==> src/rtl/transf_lineal_pkg.sv <==
// Shared types and constants for the Z-axis rotation of accelerometer samples.
// Sine/cosine arrive in Q2.13, so results carry an extra 2^13 scale.
package transf_lineal_pkg;

    localparam int FRAC_BITS = 13;
    localparam int ONE_Q13   = 8192;
    localparam int IN_W      = 16;
    localparam int RES_W     = 32;

    typedef enum logic [2:0] {
        IDLE = 3'd0,
        P0   = 3'd1,
        P1   = 3'd2,
        P2   = 3'd3,
        P3   = 3'd4
    } state_t;

    typedef logic signed [IN_W-1:0]  sample_t;
    typedef logic signed [RES_W-1:0] result_t;

endpackage

==> src/rtl/transf_lineal_mul.sv <==
// Combinational signed 16x16 -> 32 multiplier shared by every product step.
module signed_mul16
    import transf_lineal_pkg::*;
(
    input  logic signed [IN_W-1:0]  a,
    input  logic signed [IN_W-1:0]  b,
    output logic signed [RES_W-1:0] p
);

    assign p = a * b;

endmodule

==> src/rtl/top_module_transf_lineal.sv <==
// Rotates (AcX, AcY) by a heading angle using one shared multiplier over four
// steps; AcZ is only rescaled. Busy stays high for exactly four cycles.
module top_module_transf_lineal
    import transf_lineal_pkg::*;
(
    input  logic                    clk,
    input  logic                    rst,
    input  logic                    enable,
    input  logic signed [IN_W-1:0]  AcX,
    input  logic signed [IN_W-1:0]  AcY,
    input  logic signed [IN_W-1:0]  AcZ,
    input  logic signed [IN_W-1:0]  sdseno,
    input  logic signed [IN_W-1:0]  sdcoseno,
    output logic signed [RES_W-1:0] XAc,
    output logic signed [RES_W-1:0] YAc,
    output logic signed [RES_W-1:0] ZAc,
    output logic                    Busy,
    output state_t                  state
);

    // Handshake: enable is sampled only in IDLE; while Busy=1 it is ignored
    // and nothing is queued. Results change only on the edge where Busy falls.

    sample_t x_l, y_l, z_l, sin_l, cos_l;
    result_t acc_x, acc_y;
    sample_t mul_a, mul_b;
    result_t prod;

    always_comb begin
        mul_a = x_l;
        mul_b = cos_l;
        case (state)
            P0: begin mul_a = x_l; mul_b = cos_l; end
            P1: begin mul_a = y_l; mul_b = sin_l; end
            P2: begin mul_a = x_l; mul_b = sin_l; end
            P3: begin mul_a = y_l; mul_b = cos_l; end
            default: begin mul_a = x_l; mul_b = cos_l; end
        endcase
    end

    signed_mul16 u_mul (
        .a (mul_a),
        .b (mul_b),
        .p (prod)
    );

    always_ff @(posedge clk) begin
        if (rst) begin
            state <= IDLE;
            Busy  <= 1'b0;
            x_l   <= '0;
            y_l   <= '0;
            z_l   <= '0;
            sin_l <= '0;
            cos_l <= '0;
            acc_x <= '0;
            acc_y <= '0;
            XAc   <= '0;
            YAc   <= '0;
            ZAc   <= '0;
        end else begin
            case (state)
                IDLE: begin
                    if (enable) begin
                        x_l   <= AcX;
                        y_l   <= AcY;
                        z_l   <= AcZ;
                        sin_l <= sdseno;
                        cos_l <= sdcoseno;
                        Busy  <= 1'b1;
                        state <= P0;
                    end
                end
                P0: begin
                    acc_x <= prod;
                    state <= P1;
                end
                P1: begin
                    acc_x <= acc_x - prod;
                    state <= P2;
                end
                P2: begin
                    acc_y <= prod;
                    state <= P3;
                end
                P3: begin
                    // Sums wrap modulo 2^32 by design; no saturation.
                    XAc   <= acc_x;
                    YAc   <= acc_y + prod;
                    ZAc   <= result_t'(z_l) <<< FRAC_BITS;
                    Busy  <= 1'b0;
                    state <= IDLE;
                end
                default: begin
                    Busy  <= 1'b0;
                    state <= IDLE;
                end
            endcase
        end
    end

endmodule

==> config.mk <==
export PLATFORM = sky130hd
export DESIGN_NAME = top_module_transf_lineal
export DESIGN_NICKNAME = d
export VERILOG_FILES = /design/src/rtl/transf_lineal_pkg.sv /design/src/rtl/transf_lineal_mul.sv /design/src/rtl/top_module_transf_lineal.sv
export SDC_FILE = /design/constraint.sdc
export NUM_CORES = 1
export LEC_CHECK = 0
export ABC_AREA = 0
export CAP_MARGIN = 10
export CORE_ASPECT_RATIO = 1.5
export CORE_UTILIZATION = 60
export DETAILED_ROUTE_END_ITERATION = 8
export HOLD_SLACK_MARGIN = 0.12
export PLACE_DENSITY = 0.91
export SLEW_MARGIN = 20
export SYNTH_ARGS = -nofsm -noshare
export SYNTH_HDL_FRONTEND = slang
export SYNTH_SLANG_ARGS = --single-unit
==> constraint.sdc <==
create_clock -name clk -period 14.5 [get_ports clk]
set_input_delay 2.9 -clock clk [delete_from_list [all_inputs] [get_ports clk]]
set_output_delay 2.9 -clock clk [all_outputs]
set_load 0.005 [all_outputs]
==> flow_summary.yaml, run 1 <==
synth:
  ys.flop_type: "dfxtp_1"
  synth-seq-area-share_pct: 21.1
  synth_area_leaders: "fa_1 (24%), dfxtp_1 (21%), nand2_1 (8.7%)"
  synth_top_area_share_pct: 24.4
  ys_types: 89
  yosysMostFrequentCell: "nand2_1"
  yosysWarnings: 0
  synth_area_sq_mm: 0.0216
  synth-async-reset-ratio_pct: 0
  ys_seq_elements: 228
  synth.avg_cell_area_sq_um: 8.18
  synth_edf_count: 0
  synth_top_area_cell: "fa_1"
  synthesis.instances: 2645
  synthTopCellsByCount: "nand2_1 (502), inv_1 (349), fa_1 (264)"
cts:
  cts_setup_buffers: 0
  cts_buffer_depth: 3
  clock_latency_ps: 560
  clock-sinks: 228
  ctsResizeCount: 0
  clkTransAtPathRegs_ps: 60
  clock-root-buffer: "clkbuf_16"
  numCtsBuffers: 24
  cts-htree-levels: 1
  cts_tree: "built"
  hold_buffers: 0
route:
  ant_nets: 0
  post_drt_wl_per_cell_microns: 19.3
  firstDrtPassIters: 8
  vias: 18841
  drt_wl_total_microns: 62700
  drtIter0Drc: 1173
  viasPerCell: 5.81
  drc: 0
critical_path:
  cp-end-kind: "register"
  rr_startpoint: "state[2]$_SDFFE_PP0P_"
  reg2reg_slack_ps: 2900
  cp.arrival_ps: 12030
  critical_path_class: "register to register"
  cp_slowest_cell: "mux2i_1"
  timing.rr.end: "acc_x[31]$_SDFFE_PP0P_"
  worstPathMaxFanout: 31
  cp.required_ps: 14940
  r2r_cells: 38
  max_stage_delay_ps: 1020
  cp-start-kind: "register"
floorplanning:
  num_rows: 84
  die_h_microns: 235
  io_pins: 183
  fp.coreArea_sq_mm: 0.0353
  initial_core_util_pct: 61.3
  die_width_microns: 157
  die_area_sq_mm: 0.0368
sta:
  rsz0062_at_grt: "false"
  hold_viol: 0
  setup_slack_ps: 2900
  worst_slew_pin_slew_ps: 1170
  post-route-period-util_pct: 80.0
  max_freq_ghz: 0.0862
  fin_tns_setup_ps: 0
  relSlewSlack_pct: 20.6
  slew_violations: 0
  period_needed_ps: 11600
  skew_ps: 19.2
  setup_viol: 0
global_routing:
  grt_pass1_wl_microns: 100000
  antenna_found_initial: 0
  grt_pass1_vias: 19692
  track_usage_pct: 35.3
  grt_max_degree: 157
  overflow: 0
placed_design:
  gp_congestion: 0.994
  port_buffers: 169
  dpl.cell_count: 3198
  hpwl_microns: 48400
  pre_cts_ws_ps: 3120
final_layout:
  fin_util_pct: 69.5
  nFillCells: 2817
  layout-area-overhead-vs-synth_pct: 13.5
  final_cells: 3242
  drive_gt1_share_pct: 5.13
  n_antenna_cell: 0
  nNetsFinal: 3234
power_and_ir_drop:
  switching_power_w: 0.00119
  seqPwrFrac_pct: 25.6
  powerDensity_mw_per_mm2: 116
  p_int_w: 0.00165
  power_w: 0.00284
  switching_share_pct: 41.9
  power.ir.vdd_worst_v: 0.000129
  leakage_nw: 10.9
  power.share.combinational_pct: 50.1
  clkPwrFrac_pct: 24.4
run_status:
  status: "finished clean"
worst_hold_path:
  min_delay_path_depth: 2
  min_to: "YAc[10]$_SDFFE_PP0N_"
  hold_path_class: "register to register"
  hold_start: "YAc[10]$_SDFFE_PP0N_"
job:
  maxCapViolCount: 0
==> cells by family (layout without fill, tap and decap cells) <==
family	Yosys count	count (layout)	share of synthesized area, %
AND/OR/NAND/NOR	883	883	16.7
XOR/XNOR	85	85	3.53
AO/OA/AOI/OAI	506	506	14.7
buffers and inverters	479	591	8.65
multiplexers	58	58	2.83
flip-flops	228	228	21.1
adder cells (fa/ha/maj)	405	405	32.5
other	1	13	0.0173
==> through the flow <==
stage          hold slack [ps]  area, sq um
2_1_floorplan              432        21700
3_3_place_gp               437        23700
3_5_place_dp               445        23700
4_1_cts                    452        24500
5_1_grt                    469        24600
6_report                   449        24600
==> area by class of cell <==
class,count,area [sq um],share of cell area (%)
Tap cell,473,592,2.41
Clock buffer,30,694,2.83
Inverter,351,1320,5.37
Timing Repair Buffer,196,1900,7.73
Multi-Input combinational cell,1950,15300,62.3
Sequential cell,228,4560,18.6
Clock inverter,14,194,0.790
==> critical path: cells and delay by family (launching register included) <==
family,cells,cell delay (ps)
adders and majority gates,10,3990
AOI/OAI and AO/OA,11,2610
buffers and inverters,7,850
xor gates and xnor gates,1,310
muxes,1,1020
and+or+nand+nor,8,2060
DFF,1,590
==> layer usage <==
metal / vias to the layer above / part of all wire [%] / wire (microns) / track usage [%]
met1: 9170 / 36 / 22800 / 38.5
met3: 234 / 5.9 / 3710 / 5.04
met2: 725 / 51 / 31800 / 63.1
met5: - / 0 / 0 / 0
met4: 0 / 7.0 / 4410 / 24.0
li1: 8712 / - / - / -
==> how the worst max path moves through the flow <==
stage,slack (ps),endpoint,cells after the start,start
global route,2310,acc_x[31]$_SDFFE_PP0P_,36,state[2]$_SDFFE_PP0P_
global placement,3490,acc_x[31]$_SDFFE_PP0P_,38,state[2]$_SDFFE_PP0P_
detailed placement,3120,acc_x[31]$_SDFFE_PP0P_,38,state[2]$_SDFFE_PP0P_
finish,2900,acc_x[31]$_SDFFE_PP0P_,38,state[2]$_SDFFE_PP0P_
CTS,3040,acc_x[31]$_SDFFE_PP0P_,38,state[2]$_SDFFE_PP0P_
floorplan,4290,acc_x[31]$_SDFFE_PP0P_,41,state[0]$_SDFFE_PP0P_
==> registers in the layout, indices dropped and copies added, names as in the netlist <==
signal,count
y_l,16
cos_l,16
z_l,16
acc_x,32
state,3
Busy,1
XAc,32
x_l,16
sin_l,16
ZAc,16
acc_y,32
YAc,32
==> cell usage in the layout (no fill, tap or decap), types with 10 or more instances in the layout <==
| cell type | instances |
|---|---|
| fa_1 | 264 |
| xnor2_1 | 62 |
| mux2_2 | 23 |
| inv_1 | 349 |
| o21a_1 | 20 |
| nand2b_1 | 14 |
| a31oi_1 | 11 |
| a21o_1 | 28 |
| conb_1 | 13 |
| o21ai_0 | 41 |
| mux2i_1 | 27 |
| o21bai_1 | 15 |
| o211ai_1 | 15 |
| or2_2 | 10 |
| a21oi_1 | 260 |
| nor2_1 | 261 |
| a211oi_1 | 21 |
| ha_1 | 136 |
| dfxtp_1 | 228 |
| o31ai_1 | 10 |
| clkdlybuf4s50_1 | 168 |
| a2111oi_0 | 13 |
| clkbuf_16 | 25 |
| buf_4 | 27 |
| nand2_1 | 501 |
| nand3_1 | 19 |
| nor3_1 | 22 |
| xor2_1 | 22 |
==> power groups by stage <==
stage          clock (W)  combinational (W)  sequential [W]
2_1_floorplan          0            0.00108        0.000708
3_3_place_gp           0            0.00134        0.000736
3_5_place_dp           0            0.00139        0.000739
4_1_cts         0.000699            0.00140        0.000725
5_1_grt         0.000723            0.00157        0.000731
6_report        0.000692            0.00142        0.000726
(Power assumes the default switching activity.)
==> run 2: changes to the inputs <==
--- a/config.mk
+++ b/config.mk
@@ -8,10 +8,10 @@
 export ABC_AREA = 0
 export CAP_MARGIN = 10
 export CORE_ASPECT_RATIO = 1.5
-export CORE_UTILIZATION = 60
+export CORE_UTILIZATION = 54
 export DETAILED_ROUTE_END_ITERATION = 8
 export HOLD_SLACK_MARGIN = 0.12
-export PLACE_DENSITY = 0.91
+export PLACE_DENSITY = 0.87
 export SLEW_MARGIN = 20
 export SYNTH_ARGS = -nofsm -noshare
 export SYNTH_HDL_FRONTEND = slang
==> constraint.sdc (replaced) <==
create_clock -name clk -period 10.25 [get_ports clk]
set_input_delay 2.05 -clock clk [delete_from_list [all_inputs] [get_ports clk]]
set_output_delay 2.05 -clock clk [all_outputs]
set_load 0.005 [all_outputs]
==> flow_summary.yaml, run 2 (synthesis results as in run 1) <==
floorplanning:
  num_rows: 89
  initial_core_util_pct: 54.9
  fp.coreArea_sq_mm: 0.0394
  die_h_microns: 247
  io_pins: 183
  die_width_microns: 165
  die_area_sq_mm: 0.0409
placed_design:
  pre_cts_ws_ps: 302
  port_buffers: 169
  hpwl_microns: 48600
  gp_congestion: 0.973
sta:
  worst_slew_pin_slew_ps: 1120
  skew_ps: 25.6
  fin_tns_setup_ps: 0
  slew_violations: 0
  relSlewSlack_pct: 25.2
  hold_viol: 0
  post-route-period-util_pct: 95.5
  period_needed_ps: 9790
  setup_viol: 0
  setup_slack_ps: 460
  max_freq_ghz: 0.102
final_layout:
  final_common_cell: "nand2_1"
  drive_gt1_share_pct: 5.75
  n_antenna_cell: 0
  nFillCells: 3387
  layout-area-overhead-vs-synth_pct: 13.7
  nNetsFinal: 3255
  final_cell_mix: "nand2_1 (501), inv_1 (349), fa_1 (264)"
power_and_ir_drop:
  leakage_nw: 10.9
  powerDensity_mw_per_mm2: 158
  power.ir.vdd_worst_v: 0.000129
job:
  maxCapViolCount: 0
cts:
  cts_setup_buffers: 0
  cts-htree-levels: 1
  numCtsBuffers: 23
  clock_latency_ps: 560
  clkTransAtPathRegs_ps: 60
  clock-root-buffer: "clkbuf_16"
  cts_tree: "built"
  cts_buffer_depth: 3
  clock-sinks: 228
critical_path:
  max_stage_delay_ps: 520
  worstPathMaxFanout: 31
  cp.required_ps: 10690
  cpMostUsedCell: "fa_1"
  critical_path_class: "register to register"
  cp-start-kind: "register"
  cp_slowest_cell: "fa_1"
  cp.arrival_ps: 10230
  cp-end-kind: "register"
global_routing:
  grt_pass1_wl_microns: 96200
  grt_max_degree: 146
  antenna_found_initial: 0
  track_usage_pct: 30.2
  overflow: 0
  grt_pass1_vias: 19014
route:
  viasPerCell: 5.68
  drt_wl_total_microns: 60800
  vias: 18659
  firstDrtPassIters: 9
  drtIter0Drc: 1191
  drc: 24
  post_drt_wl_per_cell_microns: 18.5
  ant_nets: 0
run_status:
  status: "finished with violations"
  violations: "design-rule violations"
worst_hold_path:
  hold_path_class: "register to register"
[run 2: cell count changes in the layout (fill, tap and decap cells not counted), sizes merged]
cell      before  now
clkbuf        31   28
buf           27   50
clkinv         6    7
clkinvlp       2    0
bufinv         4    1
[run 2: cell type report]
cell class	instances	area [sq um]	share of cell area [%]
clock inverter	10	86.3	0.351
inverter	351	1320	5.35
tap	500	626	2.54
timing repair buffer	218	2080	8.44
sequential	228	4570	18.6
multi-input combinational	1950	15300	62.3
clock buffer	28	614	2.50
[run 2: final timing paths]
path / slack (ps) / endpoint / from / cells past startpoint
worst min register to register: 450 / YAc[11]$_SDFFE_PP0N_ / YAc[11]$_SDFFE_PP0N_ / 2
worst min-delay path: 450 / YAc[11]$_SDFFE_PP0N_ / YAc[11]$_SDFFE_PP0N_ / 2
worst max-delay path: 460 / acc_x[31]$_SDFFE_PP0P_ / state[0]$_SDFFE_PP0P_ / 36
worst max register to register: 460 / acc_x[31]$_SDFFE_PP0P_ / state[0]$_SDFFE_PP0P_ / 36
[run 2: critical path, delay by kind of cell (launching register included)]
family	cells	cell delay (ps)
compound gates	13	2740
xor+xnor	1	250
fa+ha+maj	10	4120
buf+inv	4	420
flops	1	420
mux	1	480
simple gates	7	1200
[run 2: per-stage QoR]
stage                     total power [W]  instances  hold slack, ps  area (sq um)  utilization, %
after global placement            0.00296       3247             437         23900            60.5
final                             0.00388       3285             449         24600            62.4
after global routing              0.00415       3285             469         24600            62.4
after detailed placement          0.00303       3247             445         23900            60.5
after CTS                         0.00385       3285             450         24600            62.3
after floorplan                   0.00253       2657             432         21700               -
[run 2: where the power goes]
group,switching (W),total (W),internal [W]
combinational,0.00121,0.00203,0.000824
sequential,0.0000795,0.00103,0.000950
clock,0.000368,0.000819,0.000450
[run 2: timing repair]
item / 4_1_cts / 5_1_grt
resized for setup: 0 / 14
setup endpoints to repair: 0 / 6
endpoints found under the hold margin: 0 / 0
hold buffers: 0 / 0
[run 2: per-layer routing]
| metal | wire, microns | vias up | global-route usage (%) | part of all wire, % |
|---|---|---|---|---|
| li1 | - | 8750 | - | - |
| met1 | 22700 | 9102 | 33.5 | 37 |
| met2 | 31500 | 642 | 55.3 | 52 |
| met3 | 3420 | 165 | 3.72 | 5.6 |
| met4 | 3170 | 0 | 15.5 | 5.2 |
| met5 | 0 | - | 0 | 0 |
